[src/rtl/tsc_param_cache_pkg.sv]
// -----------------------------------------------------------------------------
// tsc_param_cache_pkg
// Shared definitions for the trigger-surround cache: FSM state encoding,
// trigger-edge polarity constants and a constant-time clog2 helper used to
// size pointers and counters.
// -----------------------------------------------------------------------------
package tsc_param_cache_pkg;

  typedef enum logic [2:0] {
    ST_IDLE  = 3'd0,
    ST_FILL  = 3'd1,
    ST_ARMED = 3'd2,
    ST_POST  = 3'd3,
    ST_DONE  = 3'd4,
    ST_SEND  = 3'd5
  } tsc_state_t;

  // Value of edge_fall selecting each crossing direction.
  localparam logic EDGE_RISE = 1'b0;
  localparam logic EDGE_FALL = 1'b1;

  // Ceiling log2, evaluated at elaboration time for parameter sizing.
  function automatic int clog2(input int value);
    int r;
    r = 0;
    for (int i = 0; i < 32; i++) begin
      if ((1 << r) < value) r++;
    end
    return r;
  endfunction

endpackage

[src/rtl/tsc_param_cache_if.sv]
// -----------------------------------------------------------------------------
// tsc_param_cache_if
// Bundles the sample stream, capture control and readout signals of the
// trigger-surround cache.
//   master : sampler/readout side (drives start, adc_*, thresh, edge_fall,
//            sbf, req; receives trd, cd, rdy, dat, sd, trigtm)
//   slave  : the cache itself
// -----------------------------------------------------------------------------
interface tsc_param_cache_if #(
  parameter int DATA_W = 8,
  parameter int TS_W   = 32
) ();

  logic              start;      // 1-cycle pulse, begin capture
  logic [DATA_W-1:0] adc_data;   // sample, qualified by adc_valid
  logic              adc_valid;  // sample strobe
  logic [DATA_W-1:0] thresh;     // unsigned trigger level
  logic              edge_fall;  // 0 rising, 1 falling crossing
  logic              sbf;        // send-buffer request
  logic              req;        // fetch next word
  logic              trd;        // trigger detected
  logic              cd;         // capture done
  logic              rdy;        // dat valid pulse
  logic [DATA_W-1:0] dat;        // readout word
  logic              sd;         // last word marker
  logic [TS_W-1:0]   trigtm;     // trigger timestamp

  modport master (
    output start, adc_data, adc_valid, thresh, edge_fall, sbf, req,
    input  trd, cd, rdy, dat, sd, trigtm
  );

  modport slave (
    input  start, adc_data, adc_valid, thresh, edge_fall, sbf, req,
    output trd, cd, rdy, dat, sd, trigtm
  );

endinterface

[src/rtl/tsc_param_cache_ring_buf.sv]
// -----------------------------------------------------------------------------
// tsc_param_cache_ring_buf
// DEPTH x DATA_W simple dual-port RAM: synchronous write, synchronous
// registered read with one cycle of latency. The read register holds its
// value when re is low.
// Ports:
//   clk, reset      clock, synchronous active-high reset (read register only)
//   we/waddr/wdata  write port
//   re/raddr/rdata  read port, rdata valid the cycle after re
// -----------------------------------------------------------------------------
module tsc_param_cache_ring_buf #(
  parameter int DATA_W = 8,
  parameter int DEPTH  = 64,
  parameter int AW     = 6
) (
  input  logic              clk,
  input  logic              reset,
  input  logic              we,
  input  logic [AW-1:0]     waddr,
  input  logic [DATA_W-1:0] wdata,
  input  logic              re,
  input  logic [AW-1:0]     raddr,
  output logic [DATA_W-1:0] rdata
);

  logic [DATA_W-1:0] mem [DEPTH];

  // NOTE: the storage array is deliberately left out of reset so it maps onto
  // block RAM; only the read register is cleared.
  always_ff @(posedge clk) begin
    if (we) mem[waddr] <= wdata;
  end

  always_ff @(posedge clk) begin
    if (reset)   rdata <= '0;
    else if (re) rdata <= mem[raddr];
  end

endmodule

[src/rtl/tsc_param_cache.sv]
// -----------------------------------------------------------------------------
// tsc_param_cache
// Trigger-surround cache. Continuously writes the ADC stream into a ring
// buffer, arms after PRE samples, triggers on a threshold crossing and keeps
// POST samples from the trigger inclusive. On sbf the PRE+POST window is
// streamed out oldest-first, one word per req, with a 1-cycle read latency.
// Ports:
//   clk    rising-edge clock
//   reset  synchronous, active-high
//   bus    tsc_param_cache_if.slave (stream, control, readout)
// Build option:
//   TSC_TIMESTAMP_EN  defined   -> free-running ts counter, trigtm latched
//                     undefined -> no counter, trigtm tied to 0
// -----------------------------------------------------------------------------
module tsc_param_cache
  import tsc_param_cache_pkg::*;
#(
  parameter int DATA_W = 8,
  parameter int DEPTH  = 64,
  parameter int PRE    = 16,
  parameter int POST   = 16,
  parameter int TS_W   = 32
) (
  input  logic               clk,
  input  logic               reset,
  tsc_param_cache_if.slave   bus
);

  localparam int AW = clog2(DEPTH);
  localparam int CW = clog2(DEPTH + 1);

  tsc_state_t        state;
  logic [AW-1:0]     wr_ptr;
  logic [AW-1:0]     rd_ptr;
  logic [AW-1:0]     trig_ptr;
  logic [CW-1:0]     fill_cnt;
  logic [CW-1:0]     post_cnt;
  logic [CW-1:0]     send_cnt;
  logic [DATA_W-1:0] prev;
  logic              trd_q;
  logic              cd_q;
  logic              rdy_q;
  logic              sd_q;
  logic [DATA_W-1:0] rd_data;

  logic              writing;
  logic              hit;
  logic              trig_fire;
  logic              rd_en;

  // Samples are stored in every capturing state; DONE freezes the buffer.
  assign writing = bus.adc_valid &&
                   (state == ST_FILL || state == ST_ARMED || state == ST_POST);

  // A sample equal to thresh counts as at-or-above the level.
  assign hit = (bus.edge_fall == EDGE_RISE)
             ? ((prev <  bus.thresh) && (bus.adc_data >= bus.thresh))
             : ((prev >= bus.thresh) && (bus.adc_data <  bus.thresh));

  assign trig_fire = (state == ST_ARMED) && bus.adc_valid && hit;

  // Once sd is out the window is exhausted; the state leaves SEND next edge.
  assign rd_en = (state == ST_SEND) && bus.req && !sd_q;

  tsc_param_cache_ring_buf #(
    .DATA_W (DATA_W),
    .DEPTH  (DEPTH),
    .AW     (AW)
  ) u_ring_buf (
    .clk    (clk),
    .reset  (reset),
    .we     (writing),
    .waddr  (wr_ptr),
    .wdata  (bus.adc_data),
    .re     (rd_en),
    .raddr  (rd_ptr),
    .rdata  (rd_data)
  );

  // NOTE: sequential state uses non-blocking assignments only, so every
  // register sees the pre-edge values of its neighbours.
  always_ff @(posedge clk) begin
    if (reset) begin
      state    <= ST_IDLE;
      wr_ptr   <= '0;
      rd_ptr   <= '0;
      trig_ptr <= '0;
      fill_cnt <= '0;
      post_cnt <= '0;
      send_cnt <= '0;
      prev     <= '0;
      trd_q    <= 1'b0;
      cd_q     <= 1'b0;
      rdy_q    <= 1'b0;
      sd_q     <= 1'b0;
    end else begin
      rdy_q <= 1'b0;
      sd_q  <= 1'b0;

      if (writing) begin
        wr_ptr <= wr_ptr + AW'(1);
        prev   <= bus.adc_data;
      end

      case (state)
        ST_IDLE: begin
          if (bus.start) begin
            wr_ptr   <= '0;
            fill_cnt <= '0;
            trd_q    <= 1'b0;
            cd_q     <= 1'b0;
            state    <= (PRE == 0) ? ST_ARMED : ST_FILL;
          end
        end

        // Pre-load PRE samples so the window is always fully populated.
        ST_FILL: begin
          if (bus.adc_valid) begin
            fill_cnt <= fill_cnt + CW'(1);
            if (fill_cnt == CW'(PRE - 1)) state <= ST_ARMED;
          end
        end

        ST_ARMED: begin
          if (trig_fire) begin
            trd_q    <= 1'b1;
            trig_ptr <= wr_ptr;
            post_cnt <= CW'(1);
            if (POST == 1) begin
              cd_q  <= 1'b1;
              state <= ST_DONE;
            end else begin
              state <= ST_POST;
            end
          end
        end

        ST_POST: begin
          if (bus.adc_valid) begin
            post_cnt <= post_cnt + CW'(1);
            if (post_cnt == CW'(POST - 1)) begin
              cd_q  <= 1'b1;
              state <= ST_DONE;
            end
          end
        end

        ST_DONE: begin
          if (bus.sbf) begin
            rd_ptr   <= trig_ptr - AW'(PRE);
            send_cnt <= '0;
            state    <= ST_SEND;
          end
        end

        ST_SEND: begin
          if (sd_q) begin
            trd_q <= 1'b0;
            cd_q  <= 1'b0;
            state <= ST_IDLE;
          end else if (bus.req) begin
            rd_ptr   <= rd_ptr + AW'(1);
            send_cnt <= send_cnt + CW'(1);
            rdy_q    <= 1'b1;
            if (send_cnt == CW'(PRE + POST - 1)) sd_q <= 1'b1;
          end
        end

        default: state <= ST_IDLE;
      endcase
    end
  end

  assign bus.trd = trd_q;
  assign bus.cd  = cd_q;
  assign bus.rdy = rdy_q;
  assign bus.sd  = sd_q;
  assign bus.dat = rd_data;

`ifdef TSC_TIMESTAMP_EN
  logic [TS_W-1:0] ts;
  logic [TS_W-1:0] trigtm_q;

  always_ff @(posedge clk) begin
    if (reset) ts <= '0;
    else       ts <= ts + TS_W'(1);
  end

  // Captures ts of the cycle that presents the trigger sample.
  always_ff @(posedge clk) begin
    if (reset)          trigtm_q <= '0;
    else if (trig_fire) trigtm_q <= ts;
  end

  assign bus.trigtm = trigtm_q;
`else
  assign bus.trigtm = {TS_W{1'b0}};
`endif

endmodule

[src/flat_wrapper.sv]
// flat-port wrapper written by rule: the top's interface ports become plain ports
module tsc_param_cache_flat import tsc_param_cache_pkg::*;
#(
  parameter int DATA_W = 8,
  parameter int DEPTH  = 64,
  parameter int PRE    = 16,
  parameter int POST   = 16,
  parameter int TS_W   = 32
)
  (clk, reset, bus_start, bus_adc_data, bus_adc_valid, bus_thresh, bus_edge_fall, bus_sbf, bus_req, bus_trd, bus_cd, bus_rdy, bus_dat, bus_sd, bus_trigtm);
  tsc_param_cache_if #(.DATA_W(DATA_W), .TS_W(TS_W)) bus_i ();
  input  logic clk;
  input  logic reset;
  input wire logic [$bits(bus_i.start)-1:0] bus_start;
  input wire logic [$bits(bus_i.adc_data)-1:0] bus_adc_data;
  input wire logic [$bits(bus_i.adc_valid)-1:0] bus_adc_valid;
  input wire logic [$bits(bus_i.thresh)-1:0] bus_thresh;
  input wire logic [$bits(bus_i.edge_fall)-1:0] bus_edge_fall;
  input wire logic [$bits(bus_i.sbf)-1:0] bus_sbf;
  input wire logic [$bits(bus_i.req)-1:0] bus_req;
  output wire logic [$bits(bus_i.trd)-1:0] bus_trd;
  output wire logic [$bits(bus_i.cd)-1:0] bus_cd;
  output wire logic [$bits(bus_i.rdy)-1:0] bus_rdy;
  output wire logic [$bits(bus_i.dat)-1:0] bus_dat;
  output wire logic [$bits(bus_i.sd)-1:0] bus_sd;
  output wire logic [$bits(bus_i.trigtm)-1:0] bus_trigtm;
  assign bus_i.start = bus_start;
  assign bus_i.adc_data = bus_adc_data;
  assign bus_i.adc_valid = bus_adc_valid;
  assign bus_i.thresh = bus_thresh;
  assign bus_i.edge_fall = bus_edge_fall;
  assign bus_i.sbf = bus_sbf;
  assign bus_i.req = bus_req;
  assign bus_trd = bus_i.trd;
  assign bus_cd = bus_i.cd;
  assign bus_rdy = bus_i.rdy;
  assign bus_dat = bus_i.dat;
  assign bus_sd = bus_i.sd;
  assign bus_trigtm = bus_i.trigtm;
  tsc_param_cache #(.DATA_W(DATA_W), .DEPTH(DEPTH), .PRE(PRE), .POST(POST), .TS_W(TS_W)) u_core (.clk(clk), .reset(reset), .bus(bus_i));
endmodule
[config.mk]
export PLATFORM = sky130hd
export DESIGN_NAME = tsc_param_cache_flat
export DESIGN_NICKNAME = d
export VERILOG_FILES = /design/src/rtl/tsc_param_cache_pkg.sv /design/src/rtl/tsc_param_cache_if.sv /design/src/rtl/tsc_param_cache_ring_buf.sv /design/src/rtl/tsc_param_cache.sv /design/src/flat_wrapper.sv
export SDC_FILE = /design/constraint.sdc
export NUM_CORES = 1
export LEC_CHECK = 0
export ABC_AREA = 1
export CORE_MARGIN = 2
export CORE_UTILIZATION = 40
export CTS_CLUSTER_SIZE = 40
export DETAILED_ROUTE_END_ITERATION = 8
export SYNTH_ARGS = -nofsm -noshare
export SYNTH_HDL_FRONTEND = slang
export SYNTH_SLANG_ARGS = --single-unit
[constraint.sdc]
create_clock -name clk -period 3.61 [get_ports clk]
set_clock_uncertainty 0.15 [all_clocks]
set_input_delay 1.083 -clock clk [delete_from_list [all_inputs] [get_ports clk]]
set_output_delay 1.083 -clock clk [all_outputs]
set_load 0.005 [all_outputs]
# --- Word level (Yosys, flattened, before mapping) ---
# Memories as Yosys holds them, arrays and structs flattened. A register that Yosys moved wholly into a read port is not among the register bits.
# Index checks and enable logic that the tools add are counted.
classes:
  bitwise_logic: 2
  n_mux: 38
  reduce_logical: 25
  n_lt_le_gt_ge: 4
  n_eq_ne: 18
  n_addsub: 6
ops:
  columns: ["op", "count"]
  rows:
  - ["2-to-1 mux 7 bit", 7]
  - ["one-hot mux 7 bit (2 select lines)", 3]
  - ["2-to-1 mux 6 bit", 6]
  - ["2-to-1 mux 3 bit", 8]
  - ["adder 7 x 1 -> 7 bit (second input constant)", 3]
  - ["one-hot mux 3 bit (6 select lines)", 1]
  - ["greater-or-equal comparator 8 bit", 2]
  - ["< comparator 8 bit", 2]
  - ["inequality test 2 bit (second input constant)", 8]
  - ["== test 7 x 4 -> 1 bit (second input constant)", 2]
  - ["adder 6 x 1 -> 6 bit (second input constant)", 2]
  - ["one-hot mux 6 bit (2 select lines)", 1]
  - ["2-to-1 mux 1 bit", 10]
  - ["AND reduction 4 bit", 2]
  - ["AND reduction 8 bit", 1]
  - ["== test 7 x 5 -> 1 bit (second input constant)", 1]
  - ["logical AND 1 bit", 7]
  - ["== test 3 x 2 -> 1 bit (second input constant)", 2]
  - ["== test 3 bit (second input constant)", 2]
  - ["one-hot mux 1 bit (3 select lines)", 2]
  - ["AND reduction 3 bit", 2]
  - ["nonzero test 2 bit", 3]
  - ["nonzero test 3 bit", 2]
  - ["subtractor 6 x 5 -> 6 bit (second input constant)", 1]
  - ["other kinds (10)", 13]
word_totals:
  ram_bits: 512
  reg_bits: 54
  memories: 1
  inputBits: 23
memory_table:
  columns: ["name", "depth", "width", "read_ports", "rd_clocked_by_memory_dff", "write_ports", "line", "source"]
  rows:
  - ["u_core.u_ring_buf.mem", 64, 8, 1, 1, 1, "tsc_param_cache_ring_buf.sv:26", "logic [DATA_W-1:0] mem [DEPTH];"]

# --- Depth between registers and ports, before layout ---
logic_depth:
  depth_word: 7
  depth_mapped: 17
  mapped_depth_nobuf: 17

# --- Hierarchy ---
# From an unflattened synthesis, not the netlist that was laid out.
hier_totals:
  cells_unflattened: 2249
  hier_area_um2: 24497.2
modules_own_cells:
  columns: ["module", "cells_each", "seq_area_each_um2", "area_each_um2", "instances"]
  rows:
  - ["tsc_param_cache_ring_buf", 1808, 15534.9, 21235.4, 1]
  - ["tsc_param_cache", 441, 1081.0, 3261.9, 1]

# --- Least setup slack after synthesis ---
# No wires, ideal clock.
synth_timing:
  path_kind: "input to register"
  start: "in bus_adc_valid"
  end: "mem u_core.u_ring_buf.mem[7][0] (enable)"
  t_arrival_ps: 2544
  required_ps: 3077
  setup_time_ps: 383
  stages: 8
  path_slack_ps: 533
  path_cell_list: "inv_1 nor3_4 inv_2 nor2_4 inv_1 nor2_2 nand2_1 nor3_1"
synth_between:
  elab_chain_cells: 3
synth_lines:
  columns: ["element", "line", "source"]
  rows:
  - ["from (decl)", "flat_wrapper.sv:16", "input wire logic [$bits(bus_i.adc_valid)-1:0] bus_adc_valid;"]
  - ["logical AND 1 bit", "tsc_param_cache.sv:52", "assign writing = bus.adc_valid &&"]
  - ["2-to-1 mux 1 bit", "tsc_param_cache_ring_buf.sv:31", "if (we) mem[waddr] <= wdata;"]
  - ["2-to-1 mux 1 bit (implied by the code)", "tsc_param_cache_ring_buf.sv:31", null]
  - ["to (decl)", "tsc_param_cache_ring_buf.sv:26", null]
# Every way passes these cells.

==> results.md <==
Outcome:
- The run finished with clean final reports.

Worst setup path:
- Along the worst path, the maximum fanout reaches just under 90.
- Data on the critical path is required at its endpoint by 3960 ps.
- The endpoint of the worst-slack reg-to-reg timing path is u_core.u_ring_buf.rdata[3]$_SDFFE_PP0P_.
- The type of destination of the critical path is a flip-flop.
- The critical path's most frequent cell is sky130_fd_sc_hd__nand3_1.
- The startpoint kind of the worst setup timing path is a flip-flop.
- The maximum cell stage delay along the critical path is approximately 720 ps.
- The register-to-register setup slack is 650 ps.
- The worst path arrival time is ~3300 ps.
- The slowest stage of the critical path belongs to the cell sky130_fd_sc_hd__dfxtp_4.
- The number of cell instances on the worst register-to-register path is 10.
- The startpoint of the most critical register-to-register path is u_core.rd_ptr[0]$_SDFFE_PP0P_.
- The classification of the worst setup path is flip-flop to flip-flop.
- Walking the worst path, the cells encountered are inv_6 -> buf_12 -> o21ai_0 -> o211ai_1 -> nand3_1 -> nand3_1 -> nand3_1 -> nand3_1 -> nand2_1 -> inv_1.

Synth:
- Yosys printed 0 warnings.
- Counting every instance in the synthesized netlist gives roughly 2000.
- The cell area that synthesis handed to floorplanning was roughly 0.024 sq mm.
- Summing the areas of all compound-gate instances in the mapped netlist gives about an eighth of the synthesized area.
- The synthesized design contains ~570 register bits.
- After synthesis, the largest family of logic cells by area is simple AND/OR/NAND/NOR gates.
- The number of distinct standard cells referenced by the synthesized netlist is between 50 and 60.
- In this run, synthesis inferred between 500 and 600 flip-flops with an integrated enable.
- The multiplexer share of the synthesized area is 0%.
- The xor/xnor share of the synthesized area is less than 1%.
- For this run, asynchronously set or reset flops after synthesis account for 0%.
- Each instance of the synthesized netlist takes up on average about 12 sq um.
- Summing the sequential cell areas from Yosys gives a little over two thirds of the chip area.
- Summing the areas of all fa, ha and maj instances in the mapped netlist gives between 1 and 1.5% of the synthesized area.
- The basic-gate share of the synthesized area counting and, or, nand and nor cells is ~13%.
- The leading register cell type out of synthesis is sky130_fd_sc_hd__edfxtp_1.

Power and ir drop:
- After layout, the design draws a total of 18930 uW.
- Power spread over the standard cell area amounts to approximately 700 mW/mm^2.
- The worst-case IR drop observed on VDD is approximately 0.00046 V.
- In this run the static leakage power is slightly above 0.009 uW.

CTS:
- Post-CTS repair changed the size of 0 cells.
- The H-tree was split into 2 levels.
- The buffer depth of the longest clock path is 3.
- The tree is rooted in a sky130_fd_sc_hd__clkbuf_16.
- The count of hold-fix buffers inserted at cts is 0.
- The setup fix buffers added after clock tree synthesis is 0.
- The insertion delay of the later-clocked pin in the worst-skew pair is ~620 ps.
- The number of sinks on the clock net is ~570.
- The TritonCTS clock tree is done.
- Clock-pin slew was measured on the worst setup and hold paths at about 60 ps.
- Buffers inserted during clock tree synthesis total 58.

Place:
- OpenSTA, run right after detailed placement, puts the worst setup slack at between 80 and 90 ps.
- The detailed-placement wirelength estimate is ~38000 microns.
- The total placed instance area is 0.02537 sq mm.
- The congestion estimate from routability-driven global placement came to just under 0.9.
- The count of buffers added on input and output ports is 34.

Timing:
- The period utilization is between 80% and 90%.
- Counting I/O delays and the setup requirement, the final critical path takes 2964 ps.
- Setup repair after global routing left no endpoint under its margin.
- The final number of max-transition violations is 0.
- The number of endpoints with negative hold slack in the final report is 0.
- The total setup violations reported at the end of the flow is 0.
- The slack of the critical path is 646.2 ps.
- For the final routed database, the setup TNS stands at 0 ps.
- The highest achievable clock rate is roughly 0.34 GHz.
- At the pin with the least slew margin, the transition time is around 890 ps.
- The worst pin sits at a relative slew slack of just over 40%.

Final layout:
- The most common cell after layout, fill and taps aside is sky130_fd_sc_hd__edfxtp_1.
- The post-route netlist has roughly an eighth of its cells at a drive strength greater than 1.
- The library cells used most frequently in the layout, excluding fill and tap cells, are sky130_fd_sc_hd__edfxtp_1, sky130_fd_sc_hd__nor2_1, sky130_fd_sc_hd__o21ai_0, sky130_fd_sc_hd__nand2_1, sky130_fd_sc_hd__buf_4.
- The area of all sequential standard cells is 0.01662 sq mm.
- Summing all non-filler instances in the final layout gives an area of 0.02733 sq mm.
- The number of inserted filler cells in the final layout is roughly 5200.
- The final net count is approximately 2200.
- The growth of design area from synthesis to finish is 14.79%.
- The multi-input combinational cells in the finished layout cover a total of a little over 0.006 sq mm.
- The fraction of the core area covered by cells at the end of the flow is approximately 46%.

Routing:
- The violation count after the first detailed-routing iteration is between 1500 and 2000.
- The first TritonRoute pass finished after 6 iterations.
- The detail route stage leaves a number of antenna-violating nets equal to 0.
- After detailed routing, the number of remaining DRC violations is 0.
- Dividing the detail-routed via count by the number of cells gives 5.501.
- The total wirelength of the detailed-routed design is approximately 64000 microns.
- Summing over every cut layer, the via total after detailed routing is 16200.
- The average routed wire per standard cell is around 22 microns.

Global route:
- The via count of the first global-routing pass is about 15000.
- The global routing usage summed across all routing layers is 20.79%.
- The initial antenna violation count came to 7.
- The first-pass GRT wire length is roughly 96000 microns.
- The largest net degree at the start of global routing is between 90 and 100.
- The total global routing overflow is 0.

Worst hold path:
- The path with the worst hold slack has its endpoint at u_core.trig_ptr[0]$_SDFFE_PP0P_.
- The worst hold path cell count is 2.
- The origin of the worst min-delay path is u_core.trig_ptr[0]$_SDFFE_PP0P_.
- The worst hold path belongs to the class flip-flop to flip-flop.

Floorplanning:
- The effective utilization at floorplan is about two fifths.
- The area of the placeable core is around 0.059 sq mm.
- The die span in y is roughly 250 microns.
- The number of placed I/O pins is 67.
- The overall die width is between 200 and 250 microns.
- The floorplan has 89 rows.
- The area enclosed by the die boundary is 0.06149 sq mm.

Job:
- The tool flagged a number of max-cap violations equal to 0.
[logic make-up after synthesis]
family | count (synthesis)
AO/OA/AOI/OAI | 491
XOR/XNOR | 2
adder cells (fa/ha/maj) | 21
buffers and inverters | 224
flip-flops | 574
other | 1
AND/OR/NAND/NOR | 712
[how the worst max path moves through the flow]
stage,start,endpoint,slack [ps],cells after the start
4_1_cts,u_core.rd_ptr[0]$_SDFFE_PP0P_,u_core.u_ring_buf.rdata[3]$_SDFFE_PP0P_,670,10
6_report,u_core.rd_ptr[0]$_SDFFE_PP0P_,u_core.u_ring_buf.rdata[3]$_SDFFE_PP0P_,650,10
2_1_floorplan,bus_adc_valid,u_core.u_ring_buf.mem[7][0]$_DFFE_PP_,530,8
3_5_place_dp,bus_thresh[7],u_core.post_cnt[4]$_SDFFE_PP0P_,90,14
5_1_grt,bus_thresh[7],u_core.post_cnt[4]$_SDFFE_PP0P_,490,14
3_3_place_gp,bus_adc_valid,u_core.u_ring_buf.mem[55][2]$_DFFE_PP_,150,10
[area by class of cell]
type / count / area share, %
Multi-Input combinational cell: 1258 / 22.83
Tap cell: 773 / 3.539
Clock buffer: 68 / 5.563
Antenna cell: 1 / 0.009157
Inverter: 84 / 1.190
Timing Repair Buffer: 147 / 4.432
Clock inverter: 40 / 1.602
Sequential cell: 574 / 60.83
[metrics by stage]
step                      std cells  hold slack (ps)
after floorplan                2056            270.5
after global placement         2836            288.2
after detailed placement       2836            290.2
after CTS                      2944            300.5
after global routing           2945            332.6
final                          2945            300.8
[worst max-delay path: cells and delay by family (launching register included)]
kind / cells / cell delay, ps
AND/OR/NAND/NOR: 5 / 810
flip-flops: 1 / 720
buffers and inverters: 3 / 630
AO/OA/AOI/OAI: 2 / 470
[layer usage]
metal	GRT usage [%]	wire length (microns)	up-vias
met5	0	16	-
met4	7.802	2007	2
met3	4.596	5585	128
met2	32.66	29520	655
met1	28.28	26470	7970
li1	-	-	7445
[where the power goes]
| group | leakage (uW) | internal, uW | total, uW | switching [uW] |
|---|---|---|---|---|
| clock | 0.000955 | 3650 | 6190 | 2540 |
| combinational | 0.00329 | 1450 | 5130 | 3670 |
| sequential | 0.00511 | 7370 | 7610 | 235 |
[registers in the layout, summed over array words and instances (netlist names)]
signal / flops
u_core.bus.cd: 1
u_core.bus.rdy: 1
u_core.bus.sd: 1
u_core.bus.trd: 1
u_core.fill_cnt: 7
u_core.post_cnt: 7
u_core.prev: 8
u_core.rd_ptr: 6
u_core.send_cnt: 7
u_core.state: 3
u_core.trig_ptr: 6
u_core.u_ring_buf.mem: 512
u_core.u_ring_buf.rdata: 8
u_core.wr_ptr: 6
[synth_stat cells, drive strengths merged, types with 28 or more instances]
cell	count	area share [%]
clkbuf	65	1.0
nand2	155	2.5
inv	80	1.3
buf	75	2.1
o22ai	36	0.95
nand3	103	2.2
a22oi	28	0.88
dfxtp	62	5.2
nor2	417	6.9
edfxtp	512	65
o211ai	56	1.8
a21oi	65	1.4
o21ai	274	5.8
Note: power is estimated with default switching activity, not from simulation.
